$ cat config.mk
export PLATFORM = sky130hd
export DESIGN_NAME = segway_ss_seq
export DESIGN_NICKNAME = d
export VERILOG_FILES = /design/src/rtl/segway_ss_seq.sv
export SDC_FILE = /design/constraint.sdc
export NUM_CORES = 1
export LEC_CHECK = 0
export ABC_AREA = 1
export CAP_MARGIN = 20
export CORE_MARGIN = 5
export CORE_UTILIZATION = 60
export CTS_BUF_LIST = sky130_fd_sc_hd__clkbuf_8 sky130_fd_sc_hd__clkbuf_16
export DETAILED_ROUTE_END_ITERATION = 8
export DONT_BUFFER_PORTS = 1
export GPL_TIMING_DRIVEN = 0
export PLACE_DENSITY = 0.77
export REMOVE_ABC_BUFFERS = 1
export SLEW_MARGIN = 30
export SYNTH_ARGS = -nofsm -noshare
export SYNTH_HDL_FRONTEND = slang
export SYNTH_SLANG_ARGS = --single-unit
$ cat constraint.sdc
create_clock -name clk -period 4.7 [get_ports clk]
set_input_delay 0.94 -clock clk [delete_from_list [all_inputs] [get_ports clk]]
set_output_delay 0.94 -clock clk [all_outputs]
set_load 0.005 [all_outputs]
$ cat src/rtl/segway_ss_seq.sv
// Power-up / soft-start sequencer for the Segway balance datapath.
// Drives pwr_up and the ss_tmr scale of the math block, derates torque
// authority on sustained overspeed, and ramps authority down on shutdown.
module segway_ss_seq #(
  parameter int         TICK_DIV     = 512,
  parameter int         OVRSPD_CNT   = 3,
  parameter logic [7:0] DERATE_FLOOR = 8'd128
) (
  input  logic       clk,
  input  logic       rst,
  input  logic       pwr_req,
  input  logic       rider_off,
  input  logic       pid_vld,
  input  logic       too_fast,
  output logic       pwr_up,
  output logic [7:0] ss_tmr,
  output logic       buzz_en,
  output logic       running
);

  localparam int TW = $clog2(TICK_DIV);
  localparam int OW = $clog2(OVRSPD_CNT + 1);
  localparam logic [TW-1:0] TICK_LAST = TW'(TICK_DIV - 1);
  localparam logic [OW-1:0] OVR_LIM   = OW'(OVRSPD_CNT);

  typedef enum logic [2:0] {
    IDLE,
    RAMP,
    RUN,
    DERATE,
    SHUTDN
  } state_t;

  state_t        state, state_nxt;
  logic [TW-1:0] tick_cnt, tick_nxt, tick_adv;
  logic [OW-1:0] ovr_cnt, ovr_nxt, ovr_upd;
  logic [7:0]    ss_nxt, ss_inc, ss_dec;
  logic          go, tick, qual, ovr_hit;

  // Next-state, counter and scale computation.
  always_comb begin
    state_nxt = state;
    tick_nxt  = tick_cnt;
    ovr_nxt   = ovr_cnt;
    ss_nxt    = ss_tmr;

    go       = pwr_req & ~rider_off;
    tick     = (tick_cnt == TICK_LAST);
    tick_adv = tick ? '0 : tick_cnt + TW'(1);
    ss_inc   = (ss_tmr == 8'hFF) ? 8'hFF : ss_tmr + 8'd1;
    ss_dec   = (ss_tmr == 8'h00) ? 8'h00 : ss_tmr - 8'd1;

    // In DERATE the counter tracks consecutive "not too fast" samples.
    qual = (state == DERATE) ? ~too_fast : too_fast;
    if (!pid_vld)
      ovr_upd = ovr_cnt;
    else if (!qual)
      ovr_upd = '0;
    else if (ovr_cnt == OVR_LIM)
      ovr_upd = ovr_cnt;
    else
      ovr_upd = ovr_cnt + OW'(1);
    ovr_hit = (ovr_upd == OVR_LIM);

    case (state)
      IDLE: begin
        ss_nxt   = '0;
        tick_nxt = '0;
        ovr_nxt  = '0;
        if (go)
          state_nxt = RAMP;
      end

      RAMP: begin
        if (!go)
          state_nxt = SHUTDN;
        else if (ovr_hit)
          state_nxt = DERATE;
        else begin
          ovr_nxt  = ovr_upd;
          tick_nxt = tick_adv;
          if (tick) begin
            ss_nxt = ss_inc;
            if (ss_inc == 8'hFF)
              state_nxt = RUN;
          end
        end
      end

      RUN: begin
        tick_nxt = '0;
        if (!go)
          state_nxt = SHUTDN;
        else if (ovr_hit)
          state_nxt = DERATE;
        else
          ovr_nxt = ovr_upd;
      end

      DERATE: begin
        if (!go)
          state_nxt = SHUTDN;
        else if (ovr_hit)
          state_nxt = RAMP;
        else begin
          ovr_nxt  = ovr_upd;
          tick_nxt = tick_adv;
          if (tick && (ss_tmr > DERATE_FLOOR))
            ss_nxt = ss_dec;
        end
      end

      SHUTDN: begin
        ovr_nxt = '0;
        if (go)
          state_nxt = RAMP;
        else begin
          tick_nxt = tick_adv;
          if (tick) begin
            ss_nxt = ss_dec;
            if (ss_dec == 8'h00)
              state_nxt = IDLE;
          end
        end
      end

      default: begin
        state_nxt = IDLE;
        ss_nxt    = '0;
      end
    endcase

    // Both counters restart on any state change, whichever branch caused it.
    if (state_nxt != state) begin
      tick_nxt = '0;
      ovr_nxt  = '0;
    end
  end

  // State, counters, scale and registered state-decoded outputs.
  always_ff @(posedge clk) begin
    if (rst) begin
      state    <= IDLE;
      tick_cnt <= '0;
      ovr_cnt  <= '0;
      ss_tmr   <= '0;
      pwr_up   <= 1'b0;
      buzz_en  <= 1'b0;
      running  <= 1'b0;
    end else begin
      state    <= state_nxt;
      tick_cnt <= tick_nxt;
      ovr_cnt  <= ovr_nxt;
      ss_tmr   <= ss_nxt;
      pwr_up   <= (state_nxt != IDLE);
      buzz_en  <= (state_nxt == DERATE);
      running  <= (state_nxt == RUN);
    end
  end

endmodule

==> results.rst <==
.. list-table::
   :header-rows: 1

   * - Metric
     - Value
   * - Status
     - completed
   * - Worst setup margin
     - 2.16 ns
   * - ANT cells
     - 0
   * - Clock buffer depth
     - 2
   * - Total power divided by cell area
     - about 260 nW/um^2
   * - Number of distinct library cell variants in the gate-level netlist after synthesis
     - 41
   * - Post-cts hold buffer count
     - 0
   * - Count of input and output buffers
     - 0
   * - Routed via count divided by cell count
     - about 5.4
   * - Total length of routed wires
     - 4320 um
   * - Top area cells in the synthesized netlist
     - dfxtp_1 (25%), nand2_1 (14%), nor2_1 (7.2%), nand3_1 (6.4%), inv_1 (6.1%)
   * - Flip-flop cell with the highest count after synthesis
     - dfxtp_1
   * - Setup TNS
     - 0 ns
   * - Path category of the worst min-delay check
     - reg2reg
   * - GPL Wtd Cong
     - 0.916
   * - Height of the chip
     - slightly below 70 um
   * - Die W
     - ~68 um
   * - Max stage delay on crit path
     - 0.36 ns
   * - Number of synthesized flops with an enable pin
     - 0
   * - Sequential cell area fraction in the yosys report
     - 0.247
   * - Finished layout cell area
     - 2060 sq um
   * - Placed Cells incl. Taps
     - 353
   * - Final Max Slew Viols
     - 0
   * - Area leader, netlist
     - dfxtp_1
   * - GR Overflow Total
     - 0
   * - Classification of the worst setup path
     - reg2reg
   * - Worst slack, placed
     - 2.20 ns
   * - Row count
     - 21
   * - Crit path launch type
     - flop
   * - Number of endpoints failing setup at the final stage
     - 0
   * - Reg-to-reg critical path startpoint
     - tick_cnt[0]
   * - RSZ-0062 raised after global routing
     - no
   * - Overall die area
     - 4640 sq um
   * - Num CTS Buffers
     - 3
   * - Max_slew headroom
     - 0.586
   * - VDD IR max
     - 225 uV
   * - Starting utilization of the core area
     - 0.611
   * - Most common cell on crit path
     - nand2_1
   * - Start point of the worst hold path
     - tick_cnt[8]
   * - Synthesis-stage register bit count
     - 25
   * - Initial DRC Count
     - about 220
   * - Number of antenna violations at the first check in global routing
     - 0
   * - Post-synth top cells
     - nand2_1 (73), nor2_1 (39), inv_1 (33), nand3_1 (26), dfxtp_1 (25)
   * - Nets
     - 323
   * - Count of vias placed by the detailed router
     - 1,915
   * - Period minus WS final
     - 2.54 ns
   * - Synthesized netlist cell count
     - 316
   * - Number of sinks on the clock net
     - 25
   * - Yosys synthesis warning count
     - 0
   * - Fin crit share
     - 0.540
   * - Clock tree root driver cell
     - clkbuf_8
   * - Worst slew pin tran
     - just over 0.6 ns
   * - Cell area after placement
     - 2010 sq um
   * - Reg2reg setup slack
     - approximately 2.2 ns
   * - H-tree lvl count
     - 1
   * - # DRC
     - 0
   * - Number of violations of the max-capacitance limit
     - 0
   * - Global Route Usage Sum
     - 0.213
   * - Pin count of the biggest net entering global routing
     - 18
   * - Total iterations of the first detailed-routing run
     - 4
   * - Static Leakage
     - 0.872 nW
   * - Setup bufs post-CTS
     - 0
   * - CP endpoint kind
     - flop
   * - Highest achievable clock rate
     - 0.394 GHz
   * - Worst Clk Skew
     - 0.00156 ns
   * - Area added between synthesis and finish
     - 1.61%
   * - Proportion of netlist area held by the largest area contributor
     - 0.247
   * - Final Hold Slack
     - roughly 0.58 ns
   * - Global-route wire length before repair
     - 7680 um
   * - Slowest cell on the critical path
     - dfxtp_1
   * - Power, Total
     - 0.540 mW
   * - Required time worst endpoint
     - 4.90 ns
   * - Share of layout cells above drive strength 1
     - 0.161
   * - I/O pin cnt
     - 17
   * - Core ar.
     - roughly 3300 sq um
   * - WL per Instance
     - 12.1 um
   * - Mean Syn Cell Area
     - 6.41 sq um
   * - Cell with the most instances after synthesis
     - nand2_1
   * - Worst Setup SP
     - tick_cnt[0]
   * - Final cell count without fillers
     - ~360
   * - Critical path arrival
     - 2.74 ns
   * - Detailed placement HPWL
     - 3240 um
   * - Final Hold Viols
     - 0
   * - Cells resized by post-CTS repair
     - 0
   * - Final antenna-violating net count
     - 0
   * - Netlist area before placement
     - 2020 sq um
   * - Chain of cells forming the critical path
     - ha_1 > nand2_1 > nor2_1 > inv_1 > nor2_1 > nand2_1 > nor2_1 > ha_1 > inv_1 > nor2_1 > nand3_1 > nand2_1 > nand2_1 > nand2_1 > nand2_1 > nand2_1 > nand2_2 > nand2_1 > nand2_2 > nor2_1
   * - Clock network latency to the later pin of the worst-skew pair
     - 0.27 ns
   * - Synth async-reset ratio
     - 0
   * - Clock-pin slew reported for the worst setup and hold paths after clock tree synthesis
     - ~0.08 ns
   * - CP Max Fanout
     - 11
   * - Final cell utilization of the core
     - 0.621
   * - Number of global-route vias before repair
     - approximately 1,800
   * - CTS tree
     - yes
[power by group]
| group | internal [mW] | total (mW) | switching, mW |
|---|---|---|---|
| clock | 0.0593 | 0.125 | 0.0657 |
| combinational | 0.0577 | 0.168 | 0.111 |
| sequential | 0.222 | 0.246 | 0.0248 |
| total | 0.338 | 0.540 | 0.201 |
[worst max-delay path, delay by kind of cell, from the launching register on]
family / cells / cell delay, ns
fa+ha+maj: 2 / 0.34
buf+inv: 2 / 0.14
flops: 1 / 0.36
simple gates: 16 / 1.60
[final cells by class]
type                            count  area, sq um
Sequential cell                    25          500
Clock inverter                      1         5.00
Tap cell                           46         57.6
Clock buffer                        3         41.3
Inverter                           39          146
Multi-Input combinational cell    243         1310
Fill cell                         324         1250
[logic make-up after synthesis]
kind of cell | Yosys count | share of synthesized area
mux | 1 | 0.00556
simple gates | 183 | 0.440
buf+inv | 48 | 0.108
flops | 25 | 0.247
compound gates | 50 | 0.148
xor+xnor | 4 | 0.0210
fa+ha+maj | 5 | 0.0309
[flip-flops by register name, indices dropped and copies added (netlist names)]
| register | cells |
|---|---|
| ovr_cnt | 2 |
| state | 3 |
| running | 1 |
| tick_cnt | 9 |
| pwr_up | 1 |
| buzz_en | 1 |
| ss_tmr | 8 |
[per-layer routing]
metal	routed length [um]	GRT usage	up-vias	share of wire
met4	17	0.0372	0	0.0039
met3	257	0.0493	2	0.060
met1	2140	0.300	855	0.50
met5	0	0	-	0
li1	-	-	1010	-
met2	1900	0.333	48	0.44
[placed cells by master (no fill, tap or decap), types with 2 or more instances in the layout]
cell type	count
nand2_2	11
nand3_2	2
nor2_8	2
o21ai_1	8
xor2_1	2
clkbuf_8	3
nand2_4	2
nor2_4	3
o21ai_0	16
nand3_1	26
nor2_1	39
a21oi_1	9
nand2_1	73
nand4_1	5
nor2_2	14
ha_1	5
inv_1	33
nor3_1	2
dfxtp_1	25
inv_2	5
or2_2	2
a211oi_1	4
a31oi_1	3
o21bai_1	2
[path summary, 6_finish.rpt]
| kind | endpoint | cells past startpoint |
|---|---|---|
| worst max-delay path | tick_cnt[6] | 20 |
| worst min register to register | tick_cnt[8] | 2 |
| worst max register to register | tick_cnt[6] | 20 |
| worst min-delay path | tick_cnt[8] | 2 |
No activity file was read; power rests on OpenSTA's default activity.
